<file path="src/rtl/truth_table_pkg.sv">
`default_nettype none
// ============================================================================
// Module      : truth_table_pkg
// Description : Shared types and constants for the truth-table sequencer:
//               sweep state encoding, the fxy reference table and sizing
//               helpers.
// Revision    : 1.0 - initial release
// ============================================================================
package truth_table_pkg;

    // Default function arity and the resulting number of table rows
    localparam int N_IN_DEFAULT = 3;
    localparam int ROWS         = 1 << N_IN_DEFAULT;

    // Reference table for fxy = x & ~y with vec = {x, y, z}: rows 4 and 5 are 1
    localparam logic [ROWS-1:0] FXY_EXPECTED = 8'h30;

    // Sweep states, explicitly encoded in two bits
    typedef enum logic [1:0] {
        IDLE   = 2'd0,
        WAIT   = 2'd1,
        SAMPLE = 2'd2,
        DONE   = 2'd3
    } state_t;

    // Counter width able to hold the settle reload value; at least one bit
    function automatic int settle_width(input int settle);
        int w;
        w = 1;
        while ((1 << w) <= settle) begin
            w = w + 1;
        end
        return w;
    endfunction

endpackage
`default_nettype wire

</file>
<file path="src/rtl/truth_table_sequencer_settle_counter.sv">
`default_nettype none
// ============================================================================
// Module      : settle_counter
// Description : Per-vector settle timer. Loads the settle interval, counts
//               down to zero while enabled and flags when it has reached zero.
// Revision    : 1.0 - initial release
// ============================================================================
module settle_counter
    import truth_table_pkg::*;
#(
    parameter int SETTLE = 1
) (
    input  logic clk,
    input  logic rst,
    input  logic i_load,
    input  logic i_dec,
    output logic o_zero
);

    localparam int               c_WIDTH  = settle_width(SETTLE);
    localparam logic [c_WIDTH-1:0] c_RELOAD = c_WIDTH'(SETTLE);
    localparam logic [c_WIDTH-1:0] c_ONE    = c_WIDTH'(1);

    logic [c_WIDTH-1:0] r_count;

    // Reload wins over decrement; decrement stops at zero so the flag holds
    always_ff @(posedge clk or posedge rst) begin
        if (rst) begin
            r_count <= '0;
        end else if (i_load) begin
            r_count <= c_RELOAD;
        end else if (i_dec && (r_count != '0)) begin
            r_count <= r_count - c_ONE;
        end
    end

    assign o_zero = (r_count == '0);

endmodule
`default_nettype wire

</file>
<file path="src/rtl/truth_table_sequencer.sv">
`default_nettype none
// ============================================================================
// Module      : truth_table_sequencer
// Description : Sweeps an N_IN-bit stimulus vector through every combination,
//               waits SETTLE extra cycles per vector, captures the function
//               output s_in and compares it with the EXPECTED truth table.
//               Reports captured table, per-row mismatch map, error count and
//               pass flag with a start/done handshake.
// Options     : TRUTH_TABLE_STOP_ON_MISMATCH_EN - end the sweep at the first
//               mismatching row (vec holds the failing vector).
// Revision    : 1.0 - initial release
// ============================================================================
module truth_table_sequencer
    import truth_table_pkg::*;
#(
    parameter int                    N_IN     = 3,
    parameter int                    SETTLE   = 1,
    parameter logic [(1<<N_IN)-1:0]  EXPECTED = FXY_EXPECTED
) (
    input  logic                 clk,
    input  logic                 reset,
    input  logic                 start,
    output logic [N_IN-1:0]      vec,
    input  logic                 s_in,
    output logic                 busy,
    output logic                 done,
    output logic [(1<<N_IN)-1:0] table_out,
    output logic [(1<<N_IN)-1:0] mismatch,
    output logic [N_IN:0]        err_count,
    output logic                 pass
);

    localparam int c_ROWS = 1 << N_IN;

    state_t              r_state;
    logic [N_IN-1:0]     r_idx;
    logic [N_IN-1:0]     r_vec;
    logic                r_busy;
    logic                r_done;
    logic [c_ROWS-1:0]   r_table;
    logic [c_ROWS-1:0]   r_mismatch;
    logic [N_IN:0]       r_err_count;
    logic                r_pass;

    logic                w_cnt_zero;
    logic                w_cnt_load;
    logic                w_cnt_dec;
    logic                w_row_mis;
    logic                w_last;
    logic                w_stop;
    logic                w_end;
    logic [N_IN:0]       w_err_next;

    // Row evaluation for the vector currently applied
    assign w_row_mis  = s_in ^ EXPECTED[r_idx];
    assign w_last     = &r_idx;
    assign w_err_next = r_err_count + {{N_IN{1'b0}}, w_row_mis};

`ifdef TRUTH_TABLE_STOP_ON_MISMATCH_EN
    assign w_stop = w_row_mis;
`else
    assign w_stop = 1'b0;
`endif

    assign w_end = w_last || w_stop;

    // Settle interval restarts on sweep start and on every advance to a new row
    assign w_cnt_load = ((r_state == IDLE) && start) ||
                        ((r_state == SAMPLE) && !w_end);
    assign w_cnt_dec  = (r_state == WAIT);

    settle_counter #(
        .SETTLE (SETTLE)
    ) u_settle_counter (
        .clk    (clk),
        .rst    (reset),
        .i_load (w_cnt_load),
        .i_dec  (w_cnt_dec),
        .o_zero (w_cnt_zero)
    );

    // Sweep FSM with all outputs registered
    always_ff @(posedge clk or posedge reset) begin
        if (reset) begin
            r_state     <= IDLE;
            r_idx       <= '0;
            r_vec       <= '0;
            r_busy      <= 1'b0;
            r_done      <= 1'b0;
            r_table     <= '0;
            r_mismatch  <= '0;
            r_err_count <= '0;
            r_pass      <= 1'b0;
        end else begin
            case (r_state)
                IDLE: begin
                    if (start) begin
                        r_idx       <= '0;
                        r_vec       <= '0;
                        r_table     <= '0;
                        r_mismatch  <= '0;
                        r_err_count <= '0;
                        r_pass      <= 1'b0;
                        r_busy      <= 1'b1;
                        r_state     <= WAIT;
                    end
                end
                WAIT: begin
                    if (w_cnt_zero) begin
                        r_state <= SAMPLE;
                    end
                end
                SAMPLE: begin
                    r_table[r_idx]    <= s_in;
                    r_mismatch[r_idx] <= w_row_mis;
                    r_err_count       <= w_err_next;
                    if (w_end) begin
                        // Pass is resolved together with done so both are
                        // valid in the DONE cycle
                        r_busy  <= 1'b0;
                        r_done  <= 1'b1;
                        r_pass  <= (w_err_next == '0);
                        r_state <= DONE;
                    end else begin
                        r_idx   <= r_idx + 1'b1;
                        r_vec   <= r_idx + 1'b1;
                        r_state <= WAIT;
                    end
                end
                DONE: begin
                    r_done  <= 1'b0;
                    r_state <= IDLE;
                end
                default: begin
                    r_state <= IDLE;
                end
            endcase
        end
    end

    assign vec       = r_vec;
    assign busy      = r_busy;
    assign done      = r_done;
    assign table_out = r_table;
    assign mismatch  = r_mismatch;
    assign err_count = r_err_count;
    assign pass      = r_pass;

`ifndef SYNTHESIS
    // An unknown function output at the capture edge would corrupt the table
    a_s_in_known: assert property (@(posedge clk) disable iff (reset)
        (r_state == SAMPLE) |-> !$isunknown(s_in));
`endif

endmodule
`default_nettype wire

</file>
<file path="config.mk">
export PLATFORM = sky130hd
export DESIGN_NAME = truth_table_sequencer
export DESIGN_NICKNAME = d
export VERILOG_FILES = /design/src/rtl/truth_table_pkg.sv /design/src/rtl/truth_table_sequencer_settle_counter.sv /design/src/rtl/truth_table_sequencer.sv
export SDC_FILE = /design/constraint.sdc
export NUM_CORES = 1
export LEC_CHECK = 0
export CORE_MARGIN = 5
export CORE_UTILIZATION = 28
export CTS_CLUSTER_SIZE = 24
export DETAILED_ROUTE_END_ITERATION = 10
export DONT_BUFFER_PORTS = 1
export GPL_ROUTABILITY_DRIVEN = 1
export PLACE_DENSITY = 0.49
export SYNTH_ARGS = -nofsm -noshare
export SYNTH_HDL_FRONTEND = slang
export SYNTH_SLANG_ARGS = --single-unit
</file>
<file path="constraint.sdc">
create_clock -name clk -period 2.35 [get_ports clk]
set_clock_uncertainty 0.1 [all_clocks]
set_input_delay 0.5875 -clock clk [delete_from_list [all_inputs] [get_ports clk]]
set_output_delay 0.5875 -clock clk [all_outputs]
set_load 0.05 [all_outputs]
</file>
# Word-level counts from Yosys, hierarchy flattened
# Memories as Yosys holds them, arrays and structs flattened.
# Index checks and enable logic that the tools add are counted.
# word_totals
reg_bits	29
romBits	8
inputBits	4
out_inout_bits	26
elab_cells	67
memories	1
# mem_list
name	depth	word_bits	read_ports	rd_clocked_by_memory_dff	wr	line_no	rtl
(no name shown)	8	1	1	0	0	truth_table_sequencer.sv:55	assign w_row_mis = s_in ^ EXPECTED[r_idx];
# op_classes
add_sub_neg	3
magnitude_cmp	2
n_eq_ne	7
muxes	27
bitwise	1
reduce_logical	17
# ops
op	count
8-bit one-hot mux with 2 select lines	2
8-bit bitwise mux	2
1-bit two-way mux	9
3-bit AND reduction	3
8-bit two-way mux	1
2-bit inequality test, second input constant	4
2-bit one-hot mux with 4 select lines	1
4-bit one-hot mux with 2 select lines	1
2-bit two-way mux	3
3-bit two-way mux	2
1-bit one-hot mux with 2 select lines	3
3-bit one-hot mux with 2 select lines	1
2-bit AND reduction	3
2-bit nonzero test	3
4-bit by 1-bit adder with 4-bit output	1
2-bit equality test, second input constant	2
1-bit logical AND	4
4-bit zero test	1
3-bit by 4-bit less-than comparator with 1-bit output, second input constant	1
4-bit two-way mux	1
3-bit by 1-bit adder with 3-bit output, second input constant	1
1-bit demux with 3-bit select	1
3-bit by 1-bit greater-or-equal comparator with 1-bit output, second input constant	1
2-bit by 1-bit equality test with 1-bit output, second input constant	1
other kinds (5)	5

# Logic depth before layout (Yosys ltp)
# depth
word_depth	7
mapped_depth	8
ltp_nobuf	7

# By module
# A second synthesis with hierarchy kept.
# hier_totals
hier_cells	127
area_unflattened_um2	1366.3
# modules_own_cells
mod	instances	cells_each	area_per_inst_um2	seq_area_each_um2
truth_table_sequencer	1	123	1322.5	700.7
settle_counter	1	4	43.8	25.0

# Least setup slack after synthesis
# OpenSTA, ideal clock, no wires.
# synth_path
kind	in2reg
startpoint	input port s_in
endpoint	register r_pass, in the netlist pass
setup_time_ns	0.104
t_arrival_ns	2.370
required_time_ns	2.146
setup_slack_ns	-0.223
cell_stages	7
n_path_buf	2
cell_sequence	clkbuf_1 -> clkbuf_1 -> xnor2_1 -> ha_1 -> ha_1 -> or4_1 -> o41ai_2
# synth_between
elab_chain_len	5
# synth_lines
item	line_no	rtl
start: declaration	truth_table_sequencer.sv:24	input logic s_in,
1-bit XOR	truth_table_sequencer.sv:55	
4-bit by 1-bit adder with 4-bit output	truth_table_sequencer.sv:57	assign w_err_next = r_err_count + {{N_IN{1'b0}}, w_row_mis};
4-bit zero test	truth_table_sequencer.sv:122	r_pass <= (w_err_next == '0);
1-bit two-way mux	truth_table_sequencer.sv:117	if (w_end) begin
1-bit one-hot mux with 2 select lines	truth_table_sequencer.sv:95	case (r_state)
end signal: assignment	truth_table_sequencer.sv:122	
end: declaration	truth_table_sequencer.sv:43	logic r_pass;
# No other way between the ends. The select of a mux whose other input is x is not followed.
# A chain may end at the register's enable or synchronous reset.

==> impl_metrics.csv <==
group,metric,value,unit
critical_path,crit_type,"reg -> reg",
yosys,synth_area_leader_cell,"dfrtp_1",
placed_design,place_congestion,0.8552,
routing,ant_nets,0,
routing,vias,969,
yosys,synth_top_family_by_area,"simple AND/OR/NAND/NOR gates",
routing,drtIter0Drc,38,
run,cap_violations,0,
clocking,cts_tree,"yes",
sta,final.period_utilization,90.44,%
global_route,grt_overflow_total,0,
routing,dr.pass1.iters,4,
yosys,synth_most_common_cell,"dfrtp_1",
yosys,synth-async-reset-ratio,100.0,%
yosys,synth-seq-cells,29,
routing,drt_drc_violations_left,0,
die,fp-row-count,25,
die,die_h,79.79,um
yosys,synth_top_area_share,53.21,%
final_layout,fin_nets,141,
yosys,syn_inst,124,
clocking,worstSkewPairLatency,0.28,ns
global_route,grt_pass1_wl,5140,um
critical_path,cp.required,2.44,ns
yosys,dominantRegCellSynth,"dfrtp_1",
yosys,avgSynthCellArea,11.00,um2
sta,hold-worst-slack,0.1569,ns
placed_design,portBuffers,0,
critical_path,crit_path_max_fanout,3,
clocking,cts-root-buf,"clkbuf_8",
routing,wl_per_cell,15.03,um
clocking,ctsHoldBuffers,0,
routing,vias_per_cell,4.821,
routing,wl,3021,um
final_layout,antenna_cells,0,
die,dieArea,0.006366,mm2
yosys,netlist_area,0.001364,mm2
global_route,grt_util_all_layers,10.77,%
sta,maxSlewViolCount,0,
clocking,cts_setup_buffers,0,
yosys,synth_edf_count,0,
yosys,synthAdderAreaFrac,3.670,%
critical_path,start_kind,"flop",
sta,tightest_slew,0.5887,ns
placed_design,dpl_cell_area,0.001481,mm2
critical_path,crit_chain,"nand2b_1 -> xnor2_1 -> ha_1 -> ha_1 -> or4_1 -> o41ai_2",
yosys,synth.net_count,132,
sta,period_needed,2.125,ns
sta,grt_setup_unrepaired,"no",
final_layout,syn_to_final_growth,15.23,%
min_path,hp-class,"in -> async",
power_and_ir_drop,vdd_ir_drop_max,274.9,uV
global_route,grt_max_degree,30,
final_layout,drive_gt1_share,14.18,%
placed_design,dp_hpwl,2237,um
clocking,clk_pin_slew,0.06,ns
clocking,ctsResizeCount,0,
critical_path,worst_setup_path_end_kind,"flop",
yosys,yosys.cell_types.count,33,
yosys,yosys.area_share.simple,17.43,%
clocking,cts_made_buffers,5,
critical_path,max_stage_delay,0.53,ns
clocking,clock-sinks,29,
power_and_ir_drop,leakagePower,0.7304,nW
final_layout,final_area,0.001572,mm2
critical_path,arrival,2.21,ns
sta,slew_headroom,60.76,%
sta,setup_tns,0,ns
die,io_pins,30,
yosys,synth_xor_area_share,1.927,%
power_and_ir_drop,powerDensity,1170,mW/mm2
critical_path,critPathSlowestCell,"or4_1",
yosys,seq_area_frac_synth,53.21,%
yosys,synth_area_leaders,"dfrtp_1 53%, a22o_1 9.0%, ha_1 3.7%",
global_route,grt_antenna_before_repair,0,
global_route,grt_pass1_vias,1002,
yosys,synth_compound_area_share,16.88,%
outcome,status,"complete, no violations",
clocking,cts_buffer_depth,2,
sta,clock.fmax,470.5,MHz
final_layout,fin_util,33.27,%
yosys,synth_mux_area_share,4.495,%
die,core_area,0.004723,mm2
die,die_w,79.79,um
critical_path,crit_top_cell,"ha_1",
die,start_util,28.87,%
sta,final_hold_viol_count,0,
yosys,synth_common_cells,"29 x dfrtp_1, 14 x a22o_1, 11 x nand2_1",
yosys,yosys_warnings,0,
clocking,h-tree-depth,2,
sta,setup_violations,0,
-- kinds of logic (layout without fill, tap and decap cells) --
logic type                 Yosys count  in the layout
xor gates and xnor gates             3              3
DFF                                 29             29
AOI/OAI and AO/OA                   31             31
adders and majority gates            4              4
muxes                                6              6
buffers and inverters                8             18
and+or+nand+nor                     43             43
-- layout by cell type, fill, tap and decap left out, types with 2 or more instances in the layout --
| master | count |
|---|---|
| nand3_1 | 4 |
| xnor2_1 | 2 |
| o21ai_1 | 2 |
| nand2_1 | 11 |
| nor2_1 | 8 |
| a21oi_1 | 9 |
| dfrtp_1 | 27 |
| buf_4 | 7 |
| dfrtp_2 | 2 |
| inv_1 | 3 |
| nand3b_1 | 2 |
| nor3b_1 | 2 |
| clkbuf_8 | 6 |
| mux2i_1 | 5 |
| nor2b_1 | 2 |
| and2_1 | 2 |
| clkbuf_1 | 2 |
| nand2b_1 | 3 |
| nor3_1 | 3 |
| a22o_1 | 14 |
| ha_1 | 4 |
-- per-layer routing --
layer / share of wire [%] / global-route usage, %
met1: 43 / 12.59
met2: 49 / 16.61
met3: 5.8 / 4.402
met4: 2.8 / 6.081
met5: 0 / 0
-- area by class of cell --
type | count | area (um2)
flip-flops and latches | 29 | 728.2
well taps | 67 | 83.83
fillers | 498 | 3152
clock buffers | 8 | 90.09
repair buffers | 7 | 52.55
inverters | 3 | 11.26
multi-input cells | 87 | 605.6
-- metrics by stage --
stage / setup slack, ns / power, W / cells
6_report: 0.2247 / 0.001839 / 201
5_1_grt: 0.1056 / 0.001963 / 201
4_1_cts: 0.2056 / 0.001865 / 201
3_5_place_dp: 0.2212 / 0.001441 / 193
3_3_place_gp: 0.2561 / 0.001419 / 193
2_1_floorplan: 0.007754 / 0.001291 / 124
-- critical path: cells and delay by family (launching register included) --
family	cells	cell delay, ns
AND/OR/NAND/NOR	2	0.70
adder cells (fa/ha/maj)	2	0.50
flip-flops	1	0.39
AO/OA/AOI/OAI	1	0.20
XOR/XNOR	1	0.14
-- where the power goes --
group / total (W) / switching, W / internal [W]
Combinational: 0.000547 / 0.000335 / 0.000213
Clock: 0.000416 / 0.000178 / 0.000238
Sequential: 0.000876 / 0.000283 / 0.000593
Total: 0.00184 / 0.000795 / 0.00104
-- final timing paths --
check	startpoint	end	slack [ns]	cells past startpoint
max in group asynchronous	reset	vec[2]	1.70	2
min reg2reg	u_settle_counter.r_count	r_state[1]	0.45	1
max	vec[1]	pass	0.22	6
max reg2reg	vec[1]	pass	0.22	6
min in group clk	s_in	mismatch[4]	0.29	1
min	reset	pass	0.16	2
-- sequential cells by signal, summed over array words and instances, names as in the netlist --
signal / count
busy: 1
r_state: 2
u_settle_counter.r_count: 1
vec: 3
table_out: 8
done: 1
mismatch: 8
pass: 1
err_count: 4
Power figures use the tool's default switching activity.
